<file path="config.mk">
export PLATFORM = sky130hd
export DESIGN_NAME = fetch_stage
export DESIGN_NICKNAME = d
export VERILOG_FILES = /design/src/rtl/fetch_stage.sv
export SDC_FILE = /design/constraint.sdc
export NUM_CORES = 1
export LEC_CHECK = 0
export CORE_MARGIN = 2
export CORE_UTILIZATION = 57
export DETAILED_ROUTE_END_ITERATION = 16
export PLACE_DENSITY = 0.91
export SLEW_MARGIN = 20
export SYNTH_ARGS = -nofsm -noshare
export SYNTH_HDL_FRONTEND = slang
export SYNTH_SLANG_ARGS = --single-unit
</file>
<file path="constraint.sdc">
create_clock -name clock -period 3.8 [get_ports clock]
set_clock_uncertainty 0.2 [all_clocks]
set_input_delay 0.76 -clock clock [delete_from_list [all_inputs] [get_ports clock]]
set_output_delay 0.76 -clock clock [all_outputs]
set_load 0.005 [all_outputs]
</file>
<file path="src/rtl/fetch_stage.sv">
// Instruction fetch stage. It keeps at most one memory read in flight and has a one-entry skid buffer.
// Redirects discard any wrong-path word, whether it is in flight, in the skid or on the output.
module fetch_stage #(
    parameter logic [31:0] RESET_PC  = 32'h0000_0000,
    parameter logic [31:0] NOP_INSTR = 32'h0000_0013
) (
    input  logic        clock,
    input  logic        reset,
    input  logic        stall,
    input  logic        branch_taken,
    input  logic [31:0] branch_target,
    output logic        mem_req,
    output logic [31:0] mem_addr,
    input  logic        mem_ready,
    input  logic [31:0] mem_rdata,
    output logic [31:0] instruction,
    output logic [31:0] pc,
    output logic        valid
);

    typedef enum logic [1:0] {
        S_BOOT  = 2'd0,
        S_REQ   = 2'd1,
        S_WAIT  = 2'd2,
        S_DRAIN = 2'd3
    } state_t;

    state_t      r_state, w_state_nxt;

    logic [31:0] r_fetch_pc,   w_fetch_pc;
    logic [31:0] r_req_addr,   w_req_addr;
    logic [31:0] r_instr,      w_instr;
    logic [31:0] r_pc,         w_pc;
    logic        r_valid,      w_valid;
    logic [31:0] r_skid_data,  w_skid_data;
    logic [31:0] r_skid_addr,  w_skid_addr;
    logic        r_skid_full,  w_skid_full;

    logic        w_consume;
    logic        w_out_free;
    logic [31:0] w_target;
    logic [31:0] w_req_inc;
    logic [31:0] w_drain_pc;

    assign w_consume  = r_valid & ~stall;
    assign w_out_free = ~r_valid | w_consume;
    assign w_target   = branch_target & ~32'h0000_0003;
    assign w_req_inc  = r_req_addr + 32'd4;
    // Several redirects can arrive while draining. The most recent target is the one to use.
    assign w_drain_pc = branch_taken ? w_target : r_fetch_pc;

    always_comb begin
        w_state_nxt = r_state;
        w_fetch_pc  = r_fetch_pc;
        w_req_addr  = r_req_addr;
        w_instr     = r_instr;
        w_pc        = r_pc;
        w_valid     = r_valid;
        w_skid_data = r_skid_data;
        w_skid_addr = r_skid_addr;
        w_skid_full = r_skid_full;

        case (r_state)
            S_BOOT: begin
                w_state_nxt = S_REQ;
                w_req_addr  = r_fetch_pc;
            end

            S_REQ: begin
                if (branch_taken) begin
                    w_valid     = 1'b0;
                    w_instr     = NOP_INSTR;
                    w_skid_full = 1'b0;
                    w_fetch_pc  = w_target;
                    if (mem_ready) begin
                        w_req_addr = w_target;
                    end else begin
                        // The old request stays outstanding. It must finish before the target is issued.
                        w_state_nxt = S_DRAIN;
                    end
                end else if (mem_ready) begin
                    if (w_out_free) begin
                        w_instr = mem_rdata;
                        w_pc    = r_req_addr;
                        w_valid = 1'b1;
                    end else begin
                        w_skid_data = mem_rdata;
                        w_skid_addr = r_req_addr;
                        w_skid_full = 1'b1;
                        w_state_nxt = S_WAIT;
                    end
                    w_fetch_pc = w_req_inc;
                    w_req_addr = w_req_inc;
                end else if (w_consume) begin
                    w_valid = 1'b0;
                    w_instr = NOP_INSTR;
                end
            end

            S_WAIT: begin
                if (branch_taken) begin
                    w_valid     = 1'b0;
                    w_instr     = NOP_INSTR;
                    w_skid_full = 1'b0;
                    w_fetch_pc  = w_target;
                    w_req_addr  = w_target;
                    w_state_nxt = S_REQ;
                end else if (w_consume) begin
                    w_instr     = r_skid_data;
                    w_pc        = r_skid_addr;
                    w_valid     = 1'b1;
                    w_skid_full = 1'b0;
                    w_state_nxt = S_REQ;
                end
            end

            S_DRAIN: begin
                w_fetch_pc = w_drain_pc;
                if (mem_ready) begin
                    w_req_addr  = w_drain_pc;
                    w_state_nxt = S_REQ;
                end
            end

            default: w_state_nxt = S_BOOT;
        endcase
    end

    always_ff @(posedge clock) begin
        if (reset) begin
            r_state     <= S_BOOT;
            r_fetch_pc  <= RESET_PC;
            r_req_addr  <= RESET_PC;
            r_instr     <= NOP_INSTR;
            r_pc        <= RESET_PC;
            r_valid     <= 1'b0;
            r_skid_data <= NOP_INSTR;
            r_skid_addr <= RESET_PC;
            r_skid_full <= 1'b0;
        end else begin
            r_state     <= w_state_nxt;
            r_fetch_pc  <= w_fetch_pc;
            r_req_addr  <= w_req_addr;
            r_instr     <= w_instr;
            r_pc        <= w_pc;
            r_valid     <= w_valid;
            r_skid_data <= w_skid_data;
            r_skid_addr <= w_skid_addr;
            r_skid_full <= w_skid_full;
        end
    end

    assign mem_req     = (r_state == S_REQ) || (r_state == S_DRAIN);
    assign mem_addr    = r_req_addr;
    assign instruction = r_instr;
    assign pc          = r_pc;
    assign valid       = r_valid;

endmodule

</file>
* After elaboration in Yosys (flattened, before gate mapping)
Cells that the tools add are included.
** Storage, ports and cells
- Bits in registers :: 195
- Bits in latches :: 0
- Bits in writable memories :: 0
- Bits in read-only memories :: 0
- Input port bits :: 69
- Word-level logic and storage cells :: 79
- Memories kept :: 0
** Cells by class
- Add/subtract/negate cells :: 1
- Multipliers :: 0
- Divide/modulo/power cells :: 0
- $lt $le $gt $ge :: 0
- Equal/unequal tests :: 16
- Shift-type cells :: 0
- Multiplexer cells :: 37
- Bitwise logic cells :: 6
- Reduce and logical (&&, ||, !) cells :: 11
** Operators by type and width (number)
- two-way mux 32 bit :: 18
- one-hot mux 32 bit (2 select lines) :: 3
- one-hot mux 32 bit (4 select lines) :: 1
- adder 32 x 3 -> 32 bit (second input constant) :: 1
- two-way mux 2 bit :: 7
- inequality test 2 bit (second input constant) :: 7
- inequality test 3 bit (second input constant) :: 4
- inequality test 4 bit (second input constant) :: 2
- one-hot mux 2 bit (4 select lines) :: 1
- AND reduction 4 bit :: 2
- two-way mux 1 bit :: 6
- AND reduction 6 bit :: 1
- AND reduction 5 bit :: 1
- == test 2 bit (second input constant) :: 2
- inverter 1 bit :: 4
- nonzero test 2 bit :: 2
- AND reduction 3 bit :: 1
- == test 2 x 1 -> 1 bit (second input constant) :: 1
- logical NOT 2 bit :: 1
- one-hot mux 1 bit (2 select lines) :: 1
- AND reduction 2 bit :: 1
- OR reduction 2 bit :: 1
- AND 1 bit :: 1
- logical OR 1 bit :: 1
- bitwise OR 1 bit :: 1

* Longest topological paths before layout
Gate-level depths: netlist of the first run.
- Depth after elaboration :: 7
- Mapped depth :: 11
- Gate-level depth less buffers :: 7

* Worst setup path before layout of the first run
Ideal clock, no wire load.
- Kind :: input to register
- Start point :: input port branch_taken
- End point :: register r_fetch_pc[11]
- Setup time :: 0.076 ns
- Arrival time :: 2.197 ns
- Required time :: 3.524 ns
- Setup slack :: 1.327 ns
- Stages :: 7
- Path buffers :: 2
- Cell sequence :: buf_2 -> nor3b_1 -> nor2_1 -> o21ai_1 -> buf_2 -> a22oi_1 -> o22ai_1
** Between the ends
- Cells in the longest elaborated chain, start to end :: 2
- Elaborated cells between the ends (all ways) :: 5
- Those cells by class :: eq/ne (1); mux (3); reduce/logical (1)
** Ends and longest elaborated chain
- start: declaration :: RTL line 10 : input logic branch_taken,
- two-way mux 32 bit (tied with other cells)
- one-hot mux 32 bit (2 select lines) or AND reduction 2 bit (tied branches)
- end signal: assignment :: RTL line 142 : r_fetch_pc <= w_fetch_pc;
- end: declaration :: RTL line 30 : logic [31:0] r_fetch_pc, w_fetch_pc;
Several ways; a longest one is shown, not always the timed one.
A chain may end at the register's enable or synchronous reset.

* Worst setup path after layout of the first run
- Start point :: register r_state[0]
- End point :: register r_fetch_pc[29]
** Between the ends
- Cells in the longest elaborated chain, start to end :: 4
- Elaborated cells between the ends (all ways) :: 8
- Those cells by class :: eq/ne (4); mux (1); reduce/logical (3)
** Ends and longest elaborated chain
- start: declaration :: RTL line 28 : state_t r_state, w_state_nxt;
- start signal: assignment :: RTL line 141 : r_state <= w_state_nxt;
- == test 2 bit :: RTL line 63 : case (r_state)
- OR reduction 2 bit (no line)
- nonzero test 2 bit (no line)
- AND reduction 2 bit (no line)
Several ways; a longest one is shown, not always the timed one.

==> impl_results.md, run 1 <==
- Status: finished, final reports clean
- Endpoint of the worst register-to-register path: r_fetch_pc[29]
- Leading area contributor after synthesis: sky130_fd_sc_hd__dfxtp_1
- Critical path capture point type: flip-flop
- Fraction of final layout cells with drive strength greater than 1: 7.47%
- Post-CTS Setup Bufs: 0
- Boundary Pins: roughly 170
- Main synth FF type: sky130_fd_sc_hd__dfxtp_1
- GRT Residual Overflow: 0
- Vias post-DR: 9605
- TritonCTS sink count: 195
- Post-layout instance area: 11700 um2
- Vertical extent of the die: 133 um
- WL per Instance: 19.3 um
- Metal2 WL: around 13000 um
- Worst vdd ir: ~0.43 mV
- Worst min-delay path category: flip-flop to flip-flop
- Time the final worst path needs with I/O delays and setup: 3.13 ns
- Worst Setup SP: r_state[0]
- First-pass GRT wire length: 45700 um
- Required arrival time at the worst endpoint: between 3 and 4 ns
- Total leakage power: 3.90 nW
- Gate count after technology mapping: 1156
- Number of buffers between clock root and the deepest sink: 2
- Topmost layer with routed signal wires: met4
- Synth-to-Final Area Change: 23.6%
- Post-layout nets: about 1300
- Max_cap viols: 0
- Fraction of synthesized cell area taken by the top area cell type: 41.3%
- Commonest non-fill, non-tap cell in the layout: sky130_fd_sc_hd__dfxtp_1
- Area of the mapped netlist: between 9000 and 10000 um2
- Peak Freq: roughly 320 MHz
- Total Power: 6.36 mW
- Worst slew pin tran: 1.06 ns
- Met1 Wirelength: 11100 um
- Minimum setup slack after placement: 0.331 ns
- Number of buffers added to fix hold violations after cts: 0
- Total count of max-transition violations in the final report: 0
- Initial core utilization: 57.6%
- Rows: between 40 and 50
- GPL Wtd Cong: 0.968
- H-tree levels: 4
- Synth top area cells: sky130_fd_sc_hd__dfxtp_1 (41%), sky130_fd_sc_hd__nand2_1 (6.9%), sky130_fd_sc_hd__a21oi_1 (4.3%)
- Iteration-0 DRC count of the detailed router: 1183
- Die Wd: 133 um
- Post_cts resized: 0
- Mean instance size in the synthesized netlist: roughly 8 um2
- Proportion of synthesized flip-flops having asynchronous set or reset: 0%
- Number of antenna repair diodes: 0
- Most frequent cells in the layout: sky130_fd_sc_hd__dfxtp_1 (195), sky130_fd_sc_hd__nand2_1 (173), sky130_fd_sc_hd__clkdlybuf4s50_1 (162)
- CTS Root Buffer Type: sky130_fd_sc_hd__clkbuf_16
- Area of the core region: 16400 um2
- Element type at the critical path start: flip-flop
- Count of flip-flops with a built-in enable after synthesis: 0
- Kind of critical path: flip-flop to flip-flop
- Proportion of synthesized chip area in sequential cells: 41.3%
- Total track usage: 32.0%
- Startpoint of the lowest-slack register-to-register path: r_state[0]
- Skew-Pair Late Insertion Delay: 0.45 ns
- Logic depth of the worst register-to-register path: 6
- Maximum number of pins on one net before global-route repair: 85
- Detailed route wirelength on metal3: 3040 um
- Floorplan die area: 17600 um2
- Flops & latches, synth: 195
- Distinct cell type count after synthesis: 73
- Via count normalized by instance count: ~6.4
- Number of CTS-inserted buffers: 17
- Number of antenna violations at the first check in global routing: 0
- Syn nets: roughly 1200
- Max-Slew Margin vs Limit: 28.5%
- Worst reg2reg setup slack: 0.67 ns
- Final setup violation count: 0
- Residual DRC: 0
- Detailed placer's ending HPWL: approximately 19000 um
- Final antenna-violating net count: 0
- Final clock period utilization by the worst path: 82.5%
- Maximum fanout encountered on the critical timing path: 10
- Yosys Warn Count: 0
- Worst slack on hold paths: roughly 0.26 ns
- Cell area after placement: 11100 um2
- TritonCTS clock tree: built
- Routed WL: 28800 um
- Power density over the cells: 544 nW/um2
- Clk pin slew, worst setup/hold paths: around 0.08 ns
- Pre-Repair DR Iteration Count: 6
- Worst Setup Slack, final: 0.666 ns
- Setup crit end: r_fetch_pc[29]
- CP Data Arrival Time: 3.30 ns
- Final setup TNS: 0 ns
- Setup repair after global routing missed its margin: false
- IO buf count: between 150 and 200
- Via count of the first global-routing pass: between 8000 and 9000
- Final Hold Fails: 0
## how the worst min path moves through the flow
stage	startpoint	end	slack (ns)	depth (start not counted)
floorplan	r_skid_addr[0]	r_skid_addr[0]	0.24	2
global placement	r_skid_addr[16]	r_skid_addr[16]	0.24	2
detailed placement	r_skid_data[14]	r_skid_data[14]	0.25	2
CTS	r_skid_addr[15]	r_skid_addr[15]	0.26	2
global route	r_skid_addr[30]	r_skid_addr[30]	0.27	2
finish	r_skid_addr[0]	r_skid_addr[0]	0.26	2
## routing by layer
| layer | global-route usage (%) | vias up |
|---|---|---|
| met5 | 0 | - |
| met4 | 16.1 | 0 |
| met3 | 7.55 | 110 |
| met2 | 51.7 | 643 |
| met1 | 40.2 | 4431 |
| li1 | - | 4421 |
## power by group
part | leakage (nW) | internal, mW | total, mW | switching, mW
combinational | 2.03 | 0.933 | 1.92 | 0.983
sequential | 1.59 | 2.32 | 2.63 | 0.303
clock | 0.285 | 0.893 | 1.82 | 0.923
total | 3.90 | 4.15 | 6.36 | 2.21
## critical path, stage by stage, from the launching register on
cell and delay [ns]:
sky130_fd_sc_hd__dfxtp_1 0.35, sky130_fd_sc_hd__ha_1 0.33, sky130_fd_sc_hd__or2_2 0.35, sky130_fd_sc_hd__nor4_2 0.80
sky130_fd_sc_hd__nand2_1 0.59, sky130_fd_sc_hd__buf_4 0.32, sky130_fd_sc_hd__o22ai_1 0.11
## registers in the layout, indices dropped and copies added (netlist names)
| register | flops |
|---|---|
| pc | 32 |
| instruction | 32 |
| r_fetch_pc | 32 |
| mem_addr | 32 |
| r_state | 2 |
| r_skid_addr | 32 |
| valid | 1 |
| r_skid_data | 32 |
## cell families (layout without fill, tap and decap cells)
family | count (synthesis) | after routing | synth area share (%)
AO/OA/AOI/OAI | 348 | 348 | 25.3
XOR/XNOR | 23 | 23 | 2.13
adder cells (fa/ha/maj) | 5 | 5 | 0.662
buffers and inverters | 123 | 238 | 6.18
flip-flops | 195 | 195 | 41.3
multiplexers | 35 | 35 | 3.72
AND/OR/NAND/NOR | 427 | 427 | 20.7
## cell type report
type                            instances  area (um2)
Tap cell                              220         275
Clock inverter                         15         183
Timing Repair Buffer                  197        1880
Inverter                                9        33.8
Sequential cell                       195        3900
Fill cell                            1219        4720
Multi-Input combinational cell        838        4980
Clock buffer                           17         425
## synth_stat cells (4+ instances only)
master                      instances
sky130_fd_sc_hd__a211oi_1          42
sky130_fd_sc_hd__a21oi_1           82
sky130_fd_sc_hd__a221o_1           12
sky130_fd_sc_hd__a221oi_1          40
sky130_fd_sc_hd__a22o_1             4
sky130_fd_sc_hd__a22oi_1           19
sky130_fd_sc_hd__a31oi_1            4
sky130_fd_sc_hd__a32o_1             5
sky130_fd_sc_hd__and2_1             6
sky130_fd_sc_hd__and3_1             8
sky130_fd_sc_hd__buf_1             10
sky130_fd_sc_hd__buf_2             10
sky130_fd_sc_hd__buf_4              9
sky130_fd_sc_hd__buf_6              6
sky130_fd_sc_hd__clkbuf_1          75
sky130_fd_sc_hd__dfxtp_1          195
sky130_fd_sc_hd__ha_1               5
sky130_fd_sc_hd__inv_1              8
sky130_fd_sc_hd__mux2i_1           34
sky130_fd_sc_hd__nand2_1          173
sky130_fd_sc_hd__nand2b_1          15
sky130_fd_sc_hd__nand3_1           25
sky130_fd_sc_hd__nand4_1           14
sky130_fd_sc_hd__nor2_1           107
sky130_fd_sc_hd__nor3_1            42
sky130_fd_sc_hd__nor4_1            10
sky130_fd_sc_hd__o211ai_1           4
sky130_fd_sc_hd__o21a_1            11
sky130_fd_sc_hd__o21ai_0           55
sky130_fd_sc_hd__o221ai_1           6
sky130_fd_sc_hd__o22ai_1           21
sky130_fd_sc_hd__o2bb2ai_1          4
sky130_fd_sc_hd__o31a_1             4
sky130_fd_sc_hd__o31ai_1            8
sky130_fd_sc_hd__xnor2_1           19
sky130_fd_sc_hd__xor2_1             4
## through the flow
stage	util, %	instances
floorplan	-	1156
global placement	67.5	1459
detailed placement	67.5	1459
CTS	71.2	1491
global route	71.2	1491
finish	71.2	1491
No activity file was read; power rests on OpenSTA's default activity.
==> run 2: changes to the inputs <==
--- a/config.mk
+++ b/config.mk
@@ -6,9 +6,9 @@
 export NUM_CORES = 1
 export LEC_CHECK = 0
 export CORE_MARGIN = 2
-export CORE_UTILIZATION = 57
+export CORE_UTILIZATION = 53
 export DETAILED_ROUTE_END_ITERATION = 16
-export PLACE_DENSITY = 0.91
+export PLACE_DENSITY = 0.86
 export SLEW_MARGIN = 20
 export SYNTH_ARGS = -nofsm -noshare
 export SYNTH_HDL_FRONTEND = slang
==> constraint.sdc (replaced) <==
create_clock -name clock -period 3.2 [get_ports clock]
set_clock_uncertainty 0.2 [all_clocks]
set_input_delay 0.64 -clock clock [delete_from_list [all_inputs] [get_ports clock]]
set_output_delay 0.64 -clock clock [all_outputs]
set_load 0.005 [all_outputs]
==> run 2 against run 1 <==
  * Critical path depth decreased by 2
  * Largest power group unchanged
  * Total power rose by 19%
  * Sequential share of layout area shrank 0.27 points
  * Clock power is 16% higher
  * Clock-buffer cell count increased by 2
==> impl_results.md, run 2 (same netlist as run 1, synthesis figures left out) <==
- Post-CTS Setup Bufs: 0
- First-pass GRT wire length: 45200 um
- Total track usage: slightly above 30%
- Area of the core region: 17400 um2
- Worst min-delay path category: flip-flop to flip-flop
- Utilization after layout: 67.9%
- Vias post-DR: 9564
- Worst vdd ir: 0.478 mV
- Critical path capture point type: output pin
- H-tree levels: 4
- Commonest non-fill, non-tap cell in the layout: sky130_fd_sc_hd__dfxtp_1
- Number of CTS-inserted buffers: 17
- Skew-Pair Late Insertion Delay: 0.44 ns
- Number of buffers added to fix hold violations after cts: 0
- Number of buffers between clock root and the deepest sink: 2
- Routed WL: 29200 um
- Via count of the first global-routing pass: 8838
- Element type at the critical path start: flip-flop
- Floorplan die area: 18900 um2
- Cell count after placement: about 1500
- Number of antenna repair diodes: 0
- Final setup TNS: 0 ns
- GRT Residual Overflow: 0
- CTS Root Buffer Type: sky130_fd_sc_hd__clkbuf_16
- Most frequent cells in the layout: sky130_fd_sc_hd__dfxtp_1 (195), sky130_fd_sc_hd__nand2_1 (173), sky130_fd_sc_hd__clkdlybuf4s50_1 (162)
- Peak Freq: 320 MHz
- Total leakage power: about 4.0 nW
- Post-layout nets: 1342
- Final antenna-violating net count: 0
- Residual DRC: 0
- Endpoint of the worst register-to-register path: mem_addr[31]
- Initial core utilization: 54.5%
- Status: finished, final reports clean
- Fraction of final layout cells with drive strength greater than 1: under 10%
- CP Data Arrival Time: 2.29 ns
- Maximum fanout encountered on the critical timing path: 19
- Vertical extent of the die: between 100 and 150 um
- Number of antenna violations at the first check in global routing: 0
- Minimum setup slack after placement: roughly 0.44 ns
- Max_cap viols: 0
- Worst reg2reg setup slack: 0.40 ns
- Kind of critical path: flip-flop to output pin
- IO buf count: between 150 and 200
- WL per Instance: ~19 um
- GPL Wtd Cong: 0.972
- Logic depth of the worst register-to-register path: 6
- Time the final worst path needs with I/O delays and setup: 3.13 ns
- Startpoint of the lowest-slack register-to-register path: r_state[1]
- Setup repair after global routing missed its margin: false
- Worst hold path startpoint: r_skid_addr[15]
- Maximum number of pins on one net before global-route repair: 82
- TritonCTS clock tree: built
- Total count of max-transition violations in the final report: 0
- Number of cells in the finished layout apart from fillers: 1506
- Boundary Pins: 167
- Post_cts resized: 0
- Sink of the worst hold path: r_skid_addr[15]
- Synth-to-Final Area Change: 24.6%
- Pre-Repair DR Iteration Count: 7
- Clk pin slew, worst setup/hold paths: roughly 0.080 ns
- Worst hold path depth: 2
- Power density over the cells: 644 nW/um2
- TritonCTS sink count: roughly 200
- Iteration-0 DRC count of the detailed router: 1245
- Final clock period utilization by the worst path: between 90% and 100%
- Final setup violation count: 0
- Max-Slew Margin vs Limit: 30.5%
- Die Wd: 138 um
- Worst Setup Slack, final: about 0.073 ns
- Via count normalized by instance count: ~6.4
- Final Hold Fails: 0
- Detailed placer's ending HPWL: 19300 um
- Required arrival time at the worst endpoint: 2.36 ns
- Worst slew pin tran: 1.04 ns
- Rows: 48
-- run 2: power by group --
group	leakage, nW	internal, mW	switching (mW)	total, mW
Sequential	1.59	2.76	0.347	3.11
Clock	0.285	1.06	1.06	2.12
Combinational	2.09	1.16	1.20	2.36
-- run 2: layer usage --
metal	track usage (%)	vias to the layer above	part of all wire, %
met4	12.4	0	3.6
met5	0	-	0
li1	-	4437	-
met1	39.0	4480	40
met2	48.0	537	46
met3	8.87	110	11
-- run 2: final cells by class --
cell class / count / area [um2]
Tap cell: 225 / 282
Fill cell: 1383 / 5580
Multi-Input combinational cell: 838 / 4980
Sequential cell: 195 / 3900
Clock buffer: 19 / 443
Inverter: 9 / 33.8
Clock inverter: 13 / 141
Timing Repair Buffer: 207 / 1990
-- run 2: per-stage QoR --
stage / area, um2 / total power, mW / hold WS (ns)
after floorplan: 9450 / 4.37 / 0.236
after global placement: 11200 / 5.39 / 0.241
after detailed placement: 11200 / 5.45 / 0.246
after CTS: 11800 / 7.56 / 0.256
after global routing: 11800 / 7.93 / 0.270
final: 11800 / 7.59 / 0.255
-- run 2: worst max-delay path: stages (launching register included) --
cell and delay (ns):
sky130_fd_sc_hd__dfxtp_1 0.35, sky130_fd_sc_hd__inv_1 0.10, sky130_fd_sc_hd__ha_1 0.64, sky130_fd_sc_hd__or2_2 0.24, sky130_fd_sc_hd__clkdlybuf4s50_1 0.52
-- run 2: how the worst max path moves through the flow --
| stage | to | slack (ns) | start | cells past startpoint |
|---|---|---|---|---|
| 5_1_grt | mem_req | 0.02 | r_state[1] | 4 |
| 4_1_cts | mem_req | 0.13 | r_state[1] | 4 |
| 3_5_place_dp | instruction[8] | 0.44 | mem_ready | 9 |
| 3_3_place_gp | instruction[7] | 0.50 | mem_ready | 9 |
| 6_report | mem_req | 0.07 | r_state[1] | 4 |
| 2_1_floorplan | mem_addr[31] | 0.79 | r_state[0] | 9 |
==> run 3: changes to the inputs <==
--- a/config.mk
+++ b/config.mk
@@ -6,9 +6,10 @@
 export NUM_CORES = 1
 export LEC_CHECK = 0
 export CORE_MARGIN = 2
-export CORE_UTILIZATION = 53
+export CORE_UTILIZATION = 33
 export DETAILED_ROUTE_END_ITERATION = 16
-export PLACE_DENSITY = 0.86
+export PLACE_DENSITY = 0.6
+export RECOVER_POWER = 25
 export SLEW_MARGIN = 20
 export SYNTH_ARGS = -nofsm -noshare
 export SYNTH_HDL_FRONTEND = slang
==> run 3 against run 2 <==
  * Setup slack better by 0.25 ns
  * Critical path type unchanged
  * Clock-buffer cell count fell by 2
  * Clock power up 8%
  * Final area grew 2.4%
  * Wire length increased by 6.1%
  * First-iteration DRC count fell by 36%
  * Critical endpoint unchanged
  * Final cell count up 11%
  * Flip-flop and latch count is the same
  * Combinational power is essentially flat
==> impl_results.md, run 3 (same netlist as run 1, synthesis figures left out) <==
- Rows: 61
- Final clock period utilization by the worst path: 90.1%
- IO buf count: 164
- Global-route track usage on met1: 27.0%
- Skew-Pair Late Insertion Delay: 0.44 ns
- Met3 track demand over resource in global routing: 5.09%
- GRT Residual Overflow: 0
- Via count of the first global-routing pass: 8645
- Floorplan die area: roughly 30000 um2
- Critical path capture point type: output pin
- Number of antenna violations at the first check in global routing: 2
- Most frequent cells in the layout: sky130_fd_sc_hd__dfxtp_1 (195), sky130_fd_sc_hd__nand2_1 (173), sky130_fd_sc_hd__nor2_1 (106)
- Total track usage: 20.2%
- Clk pin slew, worst setup/hold paths: ~0.080 ns
- Filler cell count in the final layout: approximately 2800
- Peak Freq: 347 MHz
- Initial core utilization: around 34%
- Met2 Usage GRT: 32.0%
- Final Hold Fails: 0
- Number of buffers between clock root and the deepest sink: 2
- Worst vdd ir: about 0.36 mV
- CTS Root Buffer Type: sky130_fd_sc_hd__clkbuf_16
- Max_cap viols: 0
- Kind of critical path: flip-flop to output pin
- Iteration-0 DRC count of the detailed router: 803
- Via count normalized by instance count: 5.51
- Total count of max-transition violations in the final report: 0
- Element type at the critical path start: flip-flop
- Worst min-delay path category: flip-flop to flip-flop
- TritonCTS sink count: just under 200
- GPL Wtd Cong: roughly 0.86
- Boundary Pins: 167
- Worst Setup Slack, final: 0.318 ns
- Synth-to-Final Area Change: 27.7%
- Post-layout instance area: 12100 um2
- Commonest non-fill, non-tap cell in the layout: sky130_fd_sc_hd__dfxtp_1
- Worst slack on hold paths: 0.256 ns
- Max-Slew Margin vs Limit: 29.6%
- Vias post-DR: ~9200
- Final antenna-violating net count: 0
- Die Wd: 173 um
- Total leakage power: 4.17 nW
- Routed WL: just over 30000 um
- Time the final worst path needs with I/O delays and setup: 2.88 ns
- Number of CTS-inserted buffers: 17
- Final setup TNS: 0 ns
- Power density over the cells: 636 nW/um2
- H-tree levels: 4
- Detailed placer's ending HPWL: 20700 um
- Status: finished, final reports clean
- Final setup violation count: 0
- Maximum fanout encountered on the critical timing path: 19
- Ordered cell list for the critical path: inv_1, ha_2, or2_2, clkdlybuf4s50_1
- Area of the core region: between 20000 and 30000 um2
- Post-layout nets: 1348
- TritonCTS clock tree: built
- First-pass GRT wire length: 48900 um
- Most Crowded Layer GR: met2
- Total Power: 7.67 mW
- Minimum setup slack after placement: 0.311 ns
- Number of buffers added to fix hold violations after cts: 0
- WP buf/inv: 2
- Required arrival time at the worst endpoint: 2.36 ns
- Fraction of final layout cells with drive strength greater than 1: 8.39%
- Pre-Repair DR Iteration Count: 5
- Worst reg2reg setup slack: between 0.5 and 0.6 ns
- Cell area after placement: about 11000 um2
- Worst path top cell family by delay: buffers and inverters
- Worst slew pin tran: 1.06 ns
- Maximum number of pins on one net before global-route repair: 98
- Slowest CP cell: sky130_fd_sc_hd__clkdlybuf4s50_1
- Vertical extent of the die: 173 um
- Cell count after placement: 1633
- CP Data Arrival Time: 2.04 ns
- CP max stage delay: 0.49 ns
- Number of cells in the finished layout apart from fillers: 1666
- Setup repair after global routing missed its margin: false
- WL per Instance: 18.6 um
- Utilization after layout: 43.1%
- Residual DRC: 0
-- run 3: repair_timing --
action | in CTS | in global routing
endpoints found under the hold margin | 0 | 0
setup buffers | 0 | 0
endpoints found under the setup margin | 0 | 1
gates resized for setup | 0 | 1
-- run 3: cell type report --
class	count	area [um2]	share of cell area [%]
Antenna cell	1	2.50	0.0207
Clock buffer	17	425	3.53
Clock inverter	15	214	1.77
Inverter	9	33.8	0.280
Multi-Input combinational cell	838	4990	41.3
Sequential cell	195	3900	32.4
Tap cell	378	473	3.92
Timing Repair Buffer	213	2030	16.8
-- run 3: final timing paths --
path | startpoint | endpoint | cells past startpoint
worst max register to register | mem_addr[11] | mem_addr[29] | 6
worst max-delay path | r_state[1] | mem_req | 4
worst min register to register | r_skid_addr[27] | r_skid_addr[27] | 2
worst min-delay path | r_skid_addr[27] | r_skid_addr[27] | 2
-- run 3: routing by layer --
| metal | wire length (um) | vias up |
|---|---|---|
| met4 | 772 | 2 |
| met1 | 13600 | 4327 |
| met2 | 14100 | 346 |
| met5 | 16 | - |
| met3 | 2450 | 50 |
| li1 | - | 4457 |
-- run 3: worst min-delay path: stages (launching register included) --
cell and delay [ns]:
sky130_fd_sc_hd__dfxtp_1 0.31, sky130_fd_sc_hd__nand2_1 0.05, sky130_fd_sc_hd__a21oi_1 0.05
-- run 3: power breakdown --
group / switching [mW] / internal (mW) / total (mW)
Combinational: 1.24 / 1.10 / 2.34
Sequential: 0.289 / 2.76 / 3.05
Clock: 1.18 / 1.10 / 2.28
Total: 2.71 / 4.96 / 7.67
